### config.mk
export PLATFORM = sky130hd
export DESIGN_NAME = calc_alu
export DESIGN_NICKNAME = d
export VERILOG_FILES = /design/src/rtl/calc_alu.sv
export SDC_FILE = /design/constraint.sdc
export NUM_CORES = 1
export LEC_CHECK = 0
export ABC_AREA = 1
export BUFFER_PORTS_ARGS = -buffer_cell sky130_fd_sc_hd__buf_2
export CORE_MARGIN = 4
export CORE_UTILIZATION = 60
export CTS_CLUSTER_SIZE = 28
export DETAILED_ROUTE_END_ITERATION = 10
export PLACE_DENSITY = 0.86
export SLEW_MARGIN = 25
export SYNTH_ARGS = -nofsm -noshare
export SYNTH_HDL_FRONTEND = slang
export SYNTH_SLANG_ARGS = --single-unit
### constraint.sdc
create_clock -name clk -period 2.1 [get_ports clk]
set_input_delay 0.42 -clock clk [delete_from_list [all_inputs] [get_ports clk]]
set_output_delay 0.42 -clock clk [all_outputs]
set_load 0.005 [all_outputs]
### src/rtl/calc_alu.sv
// Sequential 4-bit calculator ALU: add/sub in one cycle, shift-add multiply and
// restoring divide over ITER cycles, with a synchronised active-low button start.
module calc_alu #(
    parameter int unsigned ITER = 4
) (
    input  logic       clk,
    input  logic       rst_n,
    input  logic [3:0] op_a,
    input  logic [3:0] op_b,
    input  logic [3:0] arif,
    output logic [7:0] result,
    output logic [1:0] control,
    output logic       busy,
    output logic       done
);

    localparam int unsigned OPW   = 4;
    localparam int unsigned RESW  = 8;
    localparam int unsigned CNT_W = (ITER > 1) ? $clog2(ITER) : 1;

    localparam logic [0:0] ST_IDLE = 1'b0;
    localparam logic [0:0] ST_EXEC = 1'b1;

    localparam logic [1:0] OP_ADD = 2'd0;
    localparam logic [1:0] OP_SUB = 2'd1;
    localparam logic [1:0] OP_MUL = 2'd2;
    localparam logic [1:0] OP_DIV = 2'd3;

    logic [OPW-1:0]   s1, s2, s3;
    logic [0:0]       state, state_nxt;
    logic [1:0]       op, op_nxt, op_sel;
    logic [RESW-1:0]  a_reg, a_nxt;
    logic [OPW-1:0]   b_reg, b_nxt;
    logic [RESW-1:0]  acc, acc_nxt;
    logic [CNT_W-1:0] cnt, cnt_nxt;
    logic [RESW-1:0]  result_nxt;
    logic [1:0]       control_nxt;
    logic             busy_nxt, done_nxt;

    logic             start;
    logic             last_iter;
    logic [OPW-1:0]   sub_mag;
    logic             sub_neg;
    logic [RESW-1:0]  mul_acc;
    logic [OPW:0]     rem_sh;
    logic             div_fit;
    logic [RESW-1:0]  div_acc;

    // Button synchroniser plus previous-sample register for press detection
    always_ff @(posedge clk or negedge rst_n) begin
        if (!rst_n) begin
            s1 <= 4'hF;
            s2 <= 4'hF;
            s3 <= 4'hF;
        end else begin
            s1 <= arif;
            s2 <= s1;
            s3 <= s2;
        end
    end

    assign start = (s3 == 4'hF) && (s2 != 4'hF);

    // Lowest-index pressed button wins
    always_comb begin
        op_sel = OP_DIV;
        if (!s2[0])      op_sel = OP_ADD;
        else if (!s2[1]) op_sel = OP_SUB;
        else if (!s2[2]) op_sel = OP_MUL;
    end

    assign last_iter = (cnt == CNT_W'(ITER - 1));

    always_comb begin
        sub_neg = (a_reg[OPW-1:0] < b_reg);
        sub_mag = sub_neg ? (b_reg - a_reg[OPW-1:0]) : (a_reg[OPW-1:0] - b_reg);
    end

    assign mul_acc = acc + (b_reg[0] ? a_reg : RESW'(0));

    // Restoring divide: acc = {remainder, dividend/quotient}, shifted left each step
    always_comb begin
        rem_sh  = {acc[7:4], acc[3]};
        div_fit = (rem_sh >= {1'b0, b_reg});
        if (div_fit) begin
            div_acc = {OPW'(rem_sh - {1'b0, b_reg}), acc[2:0], 1'b1};
        end else begin
            div_acc = {rem_sh[OPW-1:0], acc[2:0], 1'b0};
        end
    end

    always_ff @(posedge clk or negedge rst_n) begin
        if (!rst_n) begin
            state   <= ST_IDLE;
            op      <= OP_ADD;
            a_reg   <= '0;
            b_reg   <= '0;
            acc     <= '0;
            cnt     <= '0;
            result  <= '0;
            control <= '0;
            busy    <= 1'b0;
            done    <= 1'b0;
        end else begin
            state   <= state_nxt;
            op      <= op_nxt;
            a_reg   <= a_nxt;
            b_reg   <= b_nxt;
            acc     <= acc_nxt;
            cnt     <= cnt_nxt;
            result  <= result_nxt;
            control <= control_nxt;
            busy    <= busy_nxt;
            done    <= done_nxt;
        end
    end

    always_comb begin
        state_nxt   = state;
        op_nxt      = op;
        a_nxt       = a_reg;
        b_nxt       = b_reg;
        acc_nxt     = acc;
        cnt_nxt     = cnt;
        result_nxt  = result;
        control_nxt = control;
        busy_nxt    = busy;
        done_nxt    = 1'b0;

        case (state)
            ST_IDLE: begin
                if (start) begin
                    op_nxt    = op_sel;
                    a_nxt     = RESW'(op_a);
                    b_nxt     = op_b;
                    acc_nxt   = (op_sel == OP_DIV) ? RESW'(op_a) : RESW'(0);
                    cnt_nxt   = '0;
                    busy_nxt  = 1'b1;
                    state_nxt = ST_EXEC;
                end
            end
            ST_EXEC: begin
                case (op)
                    OP_ADD: begin
                        result_nxt  = RESW'(a_reg[OPW-1:0]) + RESW'(b_reg);
                        control_nxt = 2'b00;
                        done_nxt    = 1'b1;
                    end
                    OP_SUB: begin
                        result_nxt  = RESW'(sub_mag);
                        control_nxt = {1'b0, sub_neg};
                        done_nxt    = 1'b1;
                    end
                    OP_MUL: begin
                        acc_nxt = mul_acc;
                        a_nxt   = a_reg << 1;
                        b_nxt   = b_reg >> 1;
                        cnt_nxt = cnt + CNT_W'(1);
                        if (last_iter) begin
                            result_nxt  = mul_acc;
                            control_nxt = 2'b00;
                            done_nxt    = 1'b1;
                        end
                    end
                    default: begin
                        if (b_reg == '0) begin
                            result_nxt  = 8'hFF;
                            control_nxt = 2'b10;
                            done_nxt    = 1'b1;
                        end else begin
                            acc_nxt = div_acc;
                            cnt_nxt = cnt + CNT_W'(1);
                            if (last_iter) begin
                                result_nxt  = div_acc;
                                control_nxt = 2'b00;
                                done_nxt    = 1'b1;
                            end
                        end
                    end
                endcase
                if (done_nxt) begin
                    busy_nxt  = 1'b0;
                    state_nxt = ST_IDLE;
                end
            end
            default: state_nxt = ST_IDLE;
        endcase
    end

endmodule

==> results.md, run 1 <==
Floorplanning:
- Measured along the y axis, the die boundary spans 81.5 µm.
- The core footprint is 0.00517 mm².
- The die covers 0.00664 mm².
- The die is 81.5 µm wide.
- The site row count is 26.
- The initial utilization of the core area, before any placement, comes to 0.626.
- 26 I/O pins were placed.

Drt:
- Using the TritonRoute via totals, the vias-per-cell ratio works out to 5.61.
- The number of detailed-route iterations in the first pass is 5.
- After detailed routing, the average wire length per cell comes to 14.7 µm.
- The first routing iteration left 282 violations.
- The total wire length is 7.66 mm.
- The residual DRC count is 0.
- Across all layers, the routed design uses 2,916 vias.
- The number of nets still failing antenna checks after routing is 0.

Setup path:
- The signal on the critical path passes through inv_1 -> ha_1 -> a21oi_1 -> nand2_1 -> nand2_1 -> nand2_1 -> o21ai_0 -> a21oi_1.
- Counting stages on the worst path, the most repeated cell is sky130_fd_sc_hd__nand2_1.
- STA classifies the critical path endpoint as a register.
- STA puts the critical path data arrival time at 2230 ps.
- The data required time of the worst path is 2290 ps.
- The largest fanout on the critical path is 5.
- The delay of the slowest cell on the worst path is 410 ps.
- The worst setup path is launched from a register.
- The library cell contributing the largest single delay on the critical path is sky130_fd_sc_hd__dfrtp_1.
- The critical path is of the register to register type.

Timing:
- The number of hold-slack violations in the final timing report is 0.
- The relative slew slack is 0.640.
- The final setup slack of the worst path is 64.6 ps.
- The number of slew-limit violations in the final report is 0.
- The hold slack is 72.7 ps.
- Dividing the final minimum period by the clock period gives 0.969.
- Setup total negative slack on the finished layout was measured at 0 ps.
- On the final layout, the worst clock skew is 3.90 ps.
- The setup violation total in the final timing report is 0.
- The peak clock frequency supported by timing is 0.491 GHz.
- For the finished layout, the period the worst path requires is 2040 ps.
- At the pin with the least slew margin, the transition time is 540 ps.
- Setup repair after global routing could not meet its margin everywhere.

Power and ir drop:
- IR analysis of the VDD net gives a maximum drop of 0.562 mV.
- Dividing total power by cell area gives a power density of 1000 mW/mm².
- The cell leakage power is 1.88 nW.

Status:
- The flow ran to the end, and the final reports show no timing, DRC or antenna violations.

Logic synthesis:
- After synthesis the cells add up to 0.00324 mm².
- The count of flip-flops with a built-in enable after synthesis is 0.
- The mean post-synth cell area is 7.75 µm².
- Counting every instance in the synthesized netlist gives 418.
- The area share of the largest cell type after synthesis is 0.286.
- The fraction of the yosys area taken by sequential cells is 0.383.
- The most used standard cell by instance count after synthesis is sky130_fd_sc_hd__nand2_1.
- Sorting the synthesized cells by how often they occur yields sky130_fd_sc_hd__nand2_1 (118), sky130_fd_sc_hd__inv_1 (57), sky130_fd_sc_hd__nand3_1 (42).
- For this run, asynchronously set or reset flops after synthesis account for 1.00.
- After synthesis, the cell types taking the most area are sky130_fd_sc_hd__dfrtp_1 (29%), sky130_fd_sc_hd__nand2_1 (14%), sky130_fd_sc_hd__dfstp_2 (9.7%), sky130_fd_sc_hd__ha_1 (8.9%), sky130_fd_sc_hd__inv_1 (6.6%).
- The synthesized flop and latch total is 49.
- In this run, distinct cell masters in the synthesized netlist total 37.
- The number of nets produced by synthesis is 460.
- The number of warnings printed during yosys synthesis is 0.
- The top cell type by total area after synthesis is sky130_fd_sc_hd__dfrtp_1.
- The commonest register cell after synthesis is sky130_fd_sc_hd__dfrtp_1.

Min path:
- The type of the worst min-delay path is primary input to asynchronous set/reset pin.

Finish:
- Of the cells placed in the final design, the portion with a size suffix greater than 1 is 0.182.
- The total non-filler cell area in the finished layout is 0.00355 mm².
- The final standard cell utilization of the core is 0.686.
- The number of nets in the final layout is 491.
- The number of antenna repair diodes is 0.
- The filler cells instantiated in the layout total 394.
- The area added between synthesis and finish is 9.54%.

Flow run:
- The number of max-cap violations is 0.

Global routing:
- In the global route stage, met3 resource usage came out at 0.0526.
- The first global-routing pass estimated 12.7 mm of wire.
- The global routing stage identified its most utilized layer as met2.
- After global routing the overflow that remains totals 0.
- In the global route stage, met1 resource usage came out at 0.324.
- Entering global routing, the biggest net connects 26 pins.
- The number of antenna violations at the first check in global routing is 0.
- The via count of the first global-routing pass is 2,768.
- The global routing usage on met2 is 0.416.
- For this run, the total global-route usage over all layers was measured as 0.252.

Placed design:
- At the end of routability-driven placement, the weighted congestion stood at 0.897.
- During placement, the flow inserted port buffers numbering 25.
- Prior to clock tree synthesis, the placed netlist has a worst setup slack of 114 ps.
- The HPWL after detailed placement is 5.83 mm.
- Summing all placed instances gives a cell area of 0.00343 mm².

CTS:
- In this run the clock root is driven by a sky130_fd_sc_hd__clkbuf_8.
- The level count of the clock H-tree is 2.
- The sink count of the clock tree is 49.
- Clock-pin slew was measured on the worst setup and hold paths at 100 ps.
- The TritonCTS buffer count is 5.
- The clock tree from TritonCTS is yes.
- In this run the deepest clock path goes through 2 buffers.
- Hold repair after CTS inserted 0 buffers.
- The insertion delay to the later sink of the worst-skew pair is 310 ps.
cells by family (layout without fill, tap and decap cells):
family                     count (synthesis)  after routing  share of synthesized area
and+or+nand+nor                          205            205                      0.282
AOI/OAI and AO/OA                         59             59                      0.107
xor gates and xnor gates                   4              4                     0.0108
buffers and inverters                     73            105                     0.0970
adders and majority gates                 28             28                      0.120
DFF                                       49             49                      0.383
layer usage:
| layer | wire length (µm) | part of all wire |
|---|---|---|
| met4 | 215 | 0.028 |
| met2 | 3480 | 0.45 |
| met5 | 0 | 0 |
| met1 | 3280 | 0.43 |
| met3 | 679 | 0.089 |
final timing paths:
| path | from | endpoint | depth (start not counted) | slack [ps] |
|---|---|---|---|---|
| max | b_reg[2] | result[0] | 8 | 60 |
| min | rst_n | a_reg[1] | 1 | 70 |
| max reg2reg | b_reg[2] | result[0] | 8 | 60 |
| min reg2reg | s1[0] | s2[0] | 0 | 360 |
| max in group asynchronous | rst_n | acc[6] | 2 | 1420 |
| min in group clk | arif[3] | s1[3] | 1 | 200 |
placed cells by master, fill, tap and decap left out, types with 2 or more instances in the layout:
| cell type | Yosys | layout |
|---|---|---|
| sky130_fd_sc_hd__nand2_1 | 118 | 118 |
| sky130_fd_sc_hd__inv_1 | 57 | 56 |
| sky130_fd_sc_hd__nand3_1 | 42 | 42 |
| sky130_fd_sc_hd__dfrtp_1 | 37 | 37 |
| sky130_fd_sc_hd__nor2_1 | 26 | 25 |
| sky130_fd_sc_hd__buf_2 | 3 | 25 |
| sky130_fd_sc_hd__o21ai_0 | 21 | 21 |
| sky130_fd_sc_hd__ha_1 | 23 | 21 |
| sky130_fd_sc_hd__dfstp_2 | 12 | 12 |
| sky130_fd_sc_hd__a21oi_1 | 11 | 11 |
| sky130_fd_sc_hd__o21ai_1 | 8 | 8 |
| sky130_fd_sc_hd__buf_4 | 2 | 8 |
| sky130_fd_sc_hd__inv_2 | 5 | 6 |
| sky130_fd_sc_hd__nand2_4 | 6 | 6 |
| sky130_fd_sc_hd__nand4_1 | 5 | 5 |
| sky130_fd_sc_hd__o211ai_1 | 5 | 5 |
| sky130_fd_sc_hd__clkbuf_8 | 0 | 5 |
| sky130_fd_sc_hd__a21oi_2 | 4 | 4 |
| sky130_fd_sc_hd__o22ai_1 | 4 | 4 |
| sky130_fd_sc_hd__fa_1 | 5 | 4 |
| sky130_fd_sc_hd__nor2_2 | 2 | 3 |
| sky130_fd_sc_hd__xor2_1 | 3 | 3 |
| sky130_fd_sc_hd__nand3_2 | 2 | 2 |
| sky130_fd_sc_hd__ha_2 | 0 | 2 |
timing repair:
item,in CTS,in global routing
setup endpoints to repair,0,10
setup buffers,0,1
resized for setup,0,5
hold endpoints to repair,0,0
critical path, delay by kind of cell, from the launching register on:
| family | cells | cell delay (ps) |
|---|---|---|
| AO/OA/AOI/OAI | 3 | 600 |
| adder cells (fa/ha/maj) | 1 | 310 |
| buffers and inverters | 1 | 190 |
| flip-flops | 1 | 410 |
| AND/OR/NAND/NOR | 3 | 400 |
through the flow:
| stage | instances | total power, mW |
|---|---|---|
| finish | 520 | 3.56 |
| detailed placement | 511 | 2.90 |
| floorplan | 418 | 2.44 |
| global route | 520 | 3.83 |
| CTS | 519 | 3.52 |
| global placement | 511 | 2.84 |
power breakdown:
| group | total, mW | internal [mW] | leakage (nW) | switching, mW |
|---|---|---|---|---|
| registers | 1.29 | 1.13 | 0.605 | 0.156 |
| logic | 1.66 | 0.630 | 1.22 | 1.03 |
| clock network | 0.615 | 0.250 | 0.0506 | 0.365 |
| total | 3.56 | 2.01 | 1.88 | 1.55 |
layout make-up:
type	instances	area (µm²)	share of cell area
multi-input combinational	296	1690	0.477
sequential	49	1240	0.350
inverter	64	243	0.0684
timing repair buffer	33	185	0.0522
tap	70	87.6	0.0247
clock buffer	5	68.8	0.0194
clock inverter	3	28.8	0.00811
Power figures use the tool's default switching activity.
==> run 2: changes to the inputs <==
--- a/config.mk
+++ b/config.mk
@@ -7,7 +7,7 @@
 export LEC_CHECK = 0
 export ABC_AREA = 1
 export BUFFER_PORTS_ARGS = -buffer_cell sky130_fd_sc_hd__buf_2
-export CORE_MARGIN = 4
+export CORE_ASPECT_RATIO = 1.1
 export CORE_UTILIZATION = 60
 export CTS_CLUSTER_SIZE = 28
 export DETAILED_ROUTE_END_ITERATION = 10
==> run 2 against run 1 <==
Effect of this change: final cell count rose by 0.96%; global-route usage rose by 3.7 points; the flow now finishes with violations (negative hold slack); first-iteration DRC count fell by 22%; clock-buffer cell count did not move; critical endpoint unchanged; core utilization rose by 1.4 points; via count fell by 1.9%; die area fell by 14%.
==> results.md, run 2 (synthesized netlist as in run 1, its figures left out) <==
Drt:
- The residual DRC count is 0 (unchanged).
- The total wire length is 7.33 mm (was 7.66 mm).
- The number of DRC violations after detailed-routing iteration 0 came to 221 (was 282).
- The number of vias per cell is 5.45 (was 5.61).
- The number of detailed-route iterations in the first pass came to 5 (unchanged).
- The average detailed-routed wire length per instance came to 14.0 µm (was 14.7 µm).
- The number of nets still failing antenna checks after routing is 0 (unchanged).
- The via count is 2,861 (was 2,916).

Setup path:
- The family with the most delay on the worst path was compound AO/OA/AOI/OAI gates (unchanged).
- The data required time of the worst path is 2310 ps (was 2290 ps).
- The largest fanout on the critical path is 5 (unchanged).
- The type of the worst setup path is register to register (unchanged).
- The startpoint class of the critical path is a register (unchanged).
- The nature of the critical path endpoint is a register (unchanged).
- The library cell contributing the largest single delay on the critical path is sky130_fd_sc_hd__dfrtp_1 (unchanged).
- Critical-path cell list: inv_1 -> ha_1 -> a21oi_1 -> nand2_1 -> nand2_1 -> nand2_1 -> o21ai_0 -> a21oi_1 (unchanged).
- The buffers plus inverters on the worst setup path is 1 (unchanged).
- The most repeated library cell on the critical path is sky130_fd_sc_hd__nand2_1 (unchanged).
- The delay of the slowest cell on the worst path came to 410 ps (about the same).
- The arrival time at the worst endpoint was 2170 ps (was 2230 ps).

Finish:
- The fill cell total of the finished layout is 411 (was 394).
- The number of nets in the final layout is 494 (was 491).
- The final cell count without fillers is 525 (was 520).
- The register area was 0.00124 mm² (about the same).
- The area added between synthesis and finish is 10.2% (was 9.54%).
- Commonest cells after routing, fill and taps aside: sky130_fd_sc_hd__nand2_1 (117), sky130_fd_sc_hd__inv_1 (56), sky130_fd_sc_hd__nand3_1 (42), sky130_fd_sc_hd__dfrtp_1 (36), sky130_fd_sc_hd__nor2_1 (26) (was sky130_fd_sc_hd__nand2_1 (118), sky130_fd_sc_hd__inv_1 (56), sky130_fd_sc_hd__nand3_1 (42), sky130_fd_sc_hd__dfrtp_1 (37)).
- The number of antenna repair diodes is 0 (unchanged).
- The ratio of cells with drive above 1 in the final layout is 0.188 (was 0.182).
- The leading cell type in the layout, fill and taps excluded is sky130_fd_sc_hd__nand2_1 (unchanged).
- The combined area of the multi-input logic cells was 0.00169 mm² (about the same).

Timing:
- The final cycle utilization of the critical path came to 0.936 (was 0.969).
- The number of hold-slack violations in the final timing report was 4 (was 0).
- The hold slack was -4.01 ps (was 72.7 ps).
- Unrepaired setup endpoints after global routing: false (was true).
- The final critical delay including setup and external delays came to 1970 ps (was 2040 ps).
- The transition time of the tightest slew-check pin was 377 ps (was 540 ps).
- The peak clock frequency supported by timing came to 0.508 GHz (was 0.491 GHz).
- The number of slew-limit violations in the final report came to 0 (unchanged).
- The setup violation total in the final timing report is 0 (unchanged).
- The sum of negative setup slack came to 0 ps (unchanged).
- The relative slew slack is 0.749 (was 0.640).
- The clock tree skew after final layout came to 12.3 ps (was 3.90 ps).

Status:
- Status: finished with violations (was completed).
- The final reports fail on negative hold slack.

Placed design:
- The number of port buffers is 25 (unchanged).
- The placer's final routability congestion estimate is 0.904 (was 0.897).
- The final HPWL from detailed placement is 5.76 mm (was 5.83 mm).
- The number of placed instances, taps included is 513 (was 511).

Global routing:
- The total routing resource utilization after global routing is 0.289 (was 0.252).
- The via count of the first global-routing pass is 2,814 (was 2,768).
- The number of antenna violations at the first check in global routing was 0 (unchanged).
- The total grt overflow came to 0 (unchanged).
- The maximum number of pins on one net before global-route repair is 21 (was 26).
- The wire length of the first global-routing pass is 12.5 mm (was 12.7 mm).

Floorplanning:
- The site row count is 27 (was 26).
- The die boundary width is 72.0 µm (was 81.5 µm).
- The die footprint is 0.00570 mm² (was 0.00664 mm²).
- The number of ports placed on the die boundary was 26 (unchanged).
- The core footprint was 0.00510 mm² (was 0.00517 mm²).
- The initial core utilization was 0.635 (was 0.626).
- The die extent in y is 79.1 µm (was 81.5 µm).

CTS:
- The insertion delay to the later sink of the worst-skew pair is 320 ps (was 310 ps).
- The number of hold-repair buffers added at the cts stage is 0 (unchanged).
- The level count of the clock H-tree is 2 (unchanged).
- The TritonCTS buffer count is 5 (unchanged).
- The clock tree from TritonCTS is yes (unchanged).
- The clock-pin transition on the worst setup and hold timing paths came to 100 ps (about the same).
- The buffer cell driving the clock tree root was sky130_fd_sc_hd__clkbuf_8 (unchanged).
- The maximum root-to-sink buffer count is 2 (unchanged).
- The sink count of the clock tree is 49 (unchanged).

Flow run:
- The number of max-cap violations is 0 (unchanged).

Power and ir drop:
- The highest ir drop seen on vdd is 0.629 mV (was 0.562 mV).
- The power density relative to cell area was 989 mW/mm² (was 1000 mW/mm²).
- The cell leakage power is 1.89 nW (was 1.88 nW).

Min path:
- The type of the worst min-delay path was primary input to asynchronous set/reset pin (unchanged).
[run 2: path summary, 6_finish.rpt]
path	start	end	slack (ps)	cells after the start
setup / recovery	b_reg[2]	result[0]	130	8
hold / removal	rst_n	a_reg[1]	-4	1
setup reg to reg	b_reg[2]	result[0]	130	8
hold reg to reg	s1[3]	s2[3]	360	0
max in group asynchronous	rst_n	s2[0]	1450	2
min in group clk	arif[1]	s1[1]	190	1
[run 2: power by group]
part | internal, mW | switching [mW]
Clock | 0.248 | 0.357
Combinational | 0.648 | 0.992
Sequential | 1.13 | 0.149
[run 2: through the flow]
step / setup slack (ps) / total power [mW] / area (µm²) / util
2_1_floorplan: 267 / 2.44 / 3240 / -
3_3_place_gp: 156 / 2.82 / 3430 / 0.673
3_5_place_dp: 152 / 2.87 / 3430 / 0.673
4_1_cts: 129 / 3.47 / 3530 / 0.692
5_1_grt: 1.31 / 3.83 / 3570 / 0.700
6_report: 133 / 3.53 / 3570 / 0.700
[run 2: final cells by class]
cell class                      count  share of cell area
Multi-Input combinational cell    296               0.474
Timing Repair Buffer               36              0.0582
Inverter                           64              0.0680
Clock inverter                      3             0.00736
Sequential cell                    49               0.348
Tap cell                           72              0.0252
Clock buffer                        5              0.0193
[run 2: metal layers]
metal | share of wire | track usage | vias to the layer above
met5 | 0 | 0 | -
met4 | 0.026 | 0.114 | 0
met3 | 0.056 | 0.0533 | 19
met2 | 0.48 | 0.480 | 103
met1 | 0.44 | 0.373 | 1336
li1 | - | - | 1403
[run 2: timing repair]
item,in CTS,in global routing
setup endpoints to repair,0,9
endpoints found under the hold margin,0,0
setup buffers,0,4
resized for setup,0,5
==> run 3: changes to the inputs <==
--- a/config.mk
+++ b/config.mk
@@ -8,10 +8,10 @@
 export ABC_AREA = 1
 export BUFFER_PORTS_ARGS = -buffer_cell sky130_fd_sc_hd__buf_2
 export CORE_ASPECT_RATIO = 1.1
-export CORE_UTILIZATION = 60
+export CORE_UTILIZATION = 59
 export CTS_CLUSTER_SIZE = 28
 export DETAILED_ROUTE_END_ITERATION = 10
-export PLACE_DENSITY = 0.86
+export PLACE_DENSITY = 0.85
 export SLEW_MARGIN = 25
 export SYNTH_ARGS = -nofsm -noshare
 export SYNTH_HDL_FRONTEND = slang
==> run 3 against run 2 <==
Effect of this change: the flow now finishes without violations; register-to-register slack lost 20 ps; sequential cell count unchanged; first-iteration DRC count increased by 78%; final area up 0.84%; clock power is 21% higher; non-clock buffer count is 2 lower; worst hold slack better by 95 ps; die area rose by 1.6%; wire length increased by 3.5%; global-route usage grew 0.13 points; critical path type unchanged; critical endpoint is now acc[6].
==> results.md, run 3 (synthesized netlist as in run 1, its figures left out) <==
CTS:
- The clock-pin transition on the worst setup and hold timing paths was 100 ps (about the same).
- The level count of the clock H-tree came to 2 (unchanged).
- The clock tree from TritonCTS is yes (unchanged).
- The number of hold-repair buffers added at the cts stage is 0 (unchanged).
- The maximum root-to-sink buffer count came to 2 (unchanged).
- The sink count of the clock tree came to 49 (unchanged).
- The buffer cell driving the clock tree root is sky130_fd_sc_hd__clkbuf_8 (unchanged).
- The TritonCTS buffer count is 5 (unchanged).
- The insertion delay to the later sink of the worst-skew pair is 310 ps (was 320 ps).

Drt:
- The average detailed-routed wire length per instance was 14.5 µm (was 14.0 µm).
- The number of DRC violations after detailed-routing iteration 0 is 394 (was 221).
- The via count is 2,902 (was 2,861).
- The number of detailed-route iterations in the first pass is 5 (unchanged).
- The number of nets still failing antenna checks after routing is 0 (unchanged).
- The total wire length is 7.58 mm (was 7.33 mm).
- The residual DRC count came to 0 (unchanged).
- The number of vias per cell is 5.55 (was 5.45).

Placed design:
- The placer's final routability congestion estimate came to 0.959 (was 0.904).
- The pre-CTS setup slack is 95.1 ps (was 152 ps).
- The number of port buffers is 25 (unchanged).
- The final HPWL from detailed placement is 5.58 mm (was 5.76 mm).

Power and ir drop:
- The highest ir drop seen on vdd is 0.564 mV (was 0.629 mV).
- The internal power summed over all cells is 2.16 mW (was 2.03 mW).
- The total net switching power is 1.51 mW (was 1.50 mW).
- The share of total power consumed by net switching is 0.411 (was 0.425).
- The power share of the combinational group is 0.450 (was 0.465).
- The overall power is 3.67 mW (was 3.53 mW).
- The part of the total power dissipated in sequential elements is 0.351 (was 0.364).
- The clock network fraction of total power was 0.199 (was 0.171).
- The cell leakage power was 1.90 nW (was 1.89 nW).
- The power density relative to cell area is 1020 mW/mm² (was 989 mW/mm²).

Setup path:
- The nature of the critical path endpoint was a register (unchanged).
- The depth of the most critical reg-to-reg path came to 9 (was 8).
- The arrival time at the worst endpoint was 2190 ps (was 2170 ps).
- The library cell contributing the largest single delay on the critical path is sky130_fd_sc_hd__dfrtp_1 (unchanged).
- The family with the most delay on the worst path is adder cells (was compound AO/OA/AOI/OAI gates).
- The largest fanout on the critical path is 4 (was 5).
- The startpoint class of the critical path is a register (unchanged).
- The buffers plus inverters on the worst setup path was 0 (was 1).
- The type of the worst setup path is register to register (unchanged).
- The reg-to-reg setup timing slack is 110 ps (was 130 ps).
- The data required time of the worst path was 2300 ps (was 2310 ps).
- Critical-path cell list: ha_1 -> ha_1 -> fa_2 -> nand2_1 -> nand4_1 -> nand2_1 -> nand2_1 -> nand3_1 -> o21ai_0 (was inv_1 -> ha_1 -> a21oi_1 -> nand2_1 -> nand2_1 -> nand2_1 -> o21ai_0 -> a21oi_1).
- The capture point of the worst reg-to-reg path was acc[6] (was result[0]).
- The start of the worst register-to-register path is a_reg[0] (was b_reg[2]).
- The most repeated library cell on the critical path was sky130_fd_sc_hd__nand2_1 (unchanged).
- The delay of the slowest cell on the worst path is 430 ps (was 410 ps).

Global routing:
- The via count of the first global-routing pass is 2,817 (was 2,814).
- The wire length of the first global-routing pass is 12.7 mm (was 12.5 mm).
- The total routing resource utilization after global routing came to 0.290 (was 0.289).
- The total grt overflow is 0 (unchanged).
- The maximum number of pins on one net before global-route repair came to 28 (was 21).
- The number of antenna violations at the first check in global routing was 0 (unchanged).

Flow run:
- The number of max-cap violations is 0 (unchanged).

Timing:
- The setup violation total in the final timing report is 0 (unchanged).
- Unrepaired setup endpoints after global routing: false (unchanged).
- The clock tree skew after final layout is 5.98 ps (was 12.3 ps).
- The number of slew-limit violations in the final report is 0 (unchanged).
- The final critical delay including setup and external delays is 1990 ps (was 1970 ps).
- The relative slew slack is 0.627 (was 0.749).
- The peak clock frequency supported by timing came to 0.503 GHz (was 0.508 GHz).
- The final setup slack of the worst path is 111 ps (was 133 ps).
- The sum of negative setup slack is 0 ps (unchanged).
- The transition time of the tightest slew-check pin is 560 ps (was 377 ps).
- The hold slack is 91.4 ps (was -4.01 ps).
- The final cycle utilization of the critical path is 0.947 (was 0.936).
- The number of hold-slack violations in the final timing report was 0 (was 4).

Floorplanning:
- The site row count is 27 (unchanged).
- The die footprint is 0.00579 mm² (was 0.00570 mm²).
- The die boundary width came to 72.6 µm (was 72.0 µm).
- The initial core utilization is 0.631 (was 0.635).
- The core footprint came to 0.00513 mm² (was 0.00510 mm²).
- The die extent in y is 79.7 µm (was 79.1 µm).
- The number of ports placed on the die boundary is 26 (unchanged).

Finish:
- The number of antenna repair diodes is 0 (unchanged).
- The number of nets in the final layout is 492 (was 494).
- The ratio of cells with drive above 1 in the final layout is 0.184 (was 0.188).
- The area added between synthesis and finish is 11.1% (was 10.2%).
- The leading cell type in the layout, fill and taps excluded is sky130_fd_sc_hd__nand2_1 (unchanged).
- Commonest cells after routing, fill and taps aside: sky130_fd_sc_hd__nand2_1 (118), sky130_fd_sc_hd__inv_1 (55), sky130_fd_sc_hd__nand3_1 (42), sky130_fd_sc_hd__dfrtp_1 (37), sky130_fd_sc_hd__nor2_1 (26) (was sky130_fd_sc_hd__nand2_1 (117), sky130_fd_sc_hd__inv_1 (56), sky130_fd_sc_hd__nand3_1 (42), sky130_fd_sc_hd__dfrtp_1 (36), sky130_fd_sc_hd__nor2_1 (26)).

Min path:
- The type of the worst min-delay path is primary input to asynchronous set/reset pin (unchanged).

Status:
- Status: completed (was finished with violations).
[run 3: cell types whose count changed in the layout (fill, tap and decap cells not counted), sizes merged]
cell	delta
inv	-2
clkbuf	+2
buf	-2
[run 3: worst max-delay path by stage]
stage	slack (ps)	to	cells past startpoint	from
after floorplan	270	result[1]	8	b_reg[0]
after global placement	210	acc[7]	11	b_reg[0]
after detailed placement	100	result[5]	10	b_reg[2]
after CTS	80	result[5]	10	b_reg[2]
after global routing	5	acc[2]	10	a_reg[0]
final	110	acc[6]	9	a_reg[0]
[run 3: layer usage]
layer,share of wire,global-route usage,up-vias
met3,0.064,0.0455,26
li1,-,-,1406
met2,0.47,0.492,121
met1,0.44,0.364,1349
met5,0,0,-
met4,0.032,0.129,0
[run 3: area by class of cell]
class	count	area [µm²]
multi-input combinational	296	1690
fill	434	1540
inverter	64	243
timing repair buffer	34	205
clock buffer	7	119
clock inverter	1	8.76
tap	72	90.1
sequential	49	1240
[run 3: per-stage QoR]
step / std cells / util / area, µm²
after floorplan: 418 / - / 3240
after global placement: 513 / 0.671 / 3450
after detailed placement: 513 / 0.671 / 3450
after CTS: 521 / 0.696 / 3570
after global routing: 523 / 0.701 / 3600
final: 523 / 0.701 / 3600
[run 3: what timing repair did]
item / 4_1_cts / 5_1_grt
resized for setup: 0 / 6
setup buffers: 0 / 2
setup endpoints to repair: 0 / 11
[run 3: power by group through the flow]
| stage | Combinational (mW) | Clock, mW | Sequential [mW] |
|---|---|---|---|
| floorplan | 1.15 | 0 | 1.28 |
| global placement | 1.54 | 0 | 1.29 |
| detailed placement | 1.58 | 0 | 1.30 |
| CTS | 1.60 | 0.740 | 1.28 |
| global route | 1.87 | 0.773 | 1.31 |
| finish | 1.65 | 0.731 | 1.29 |
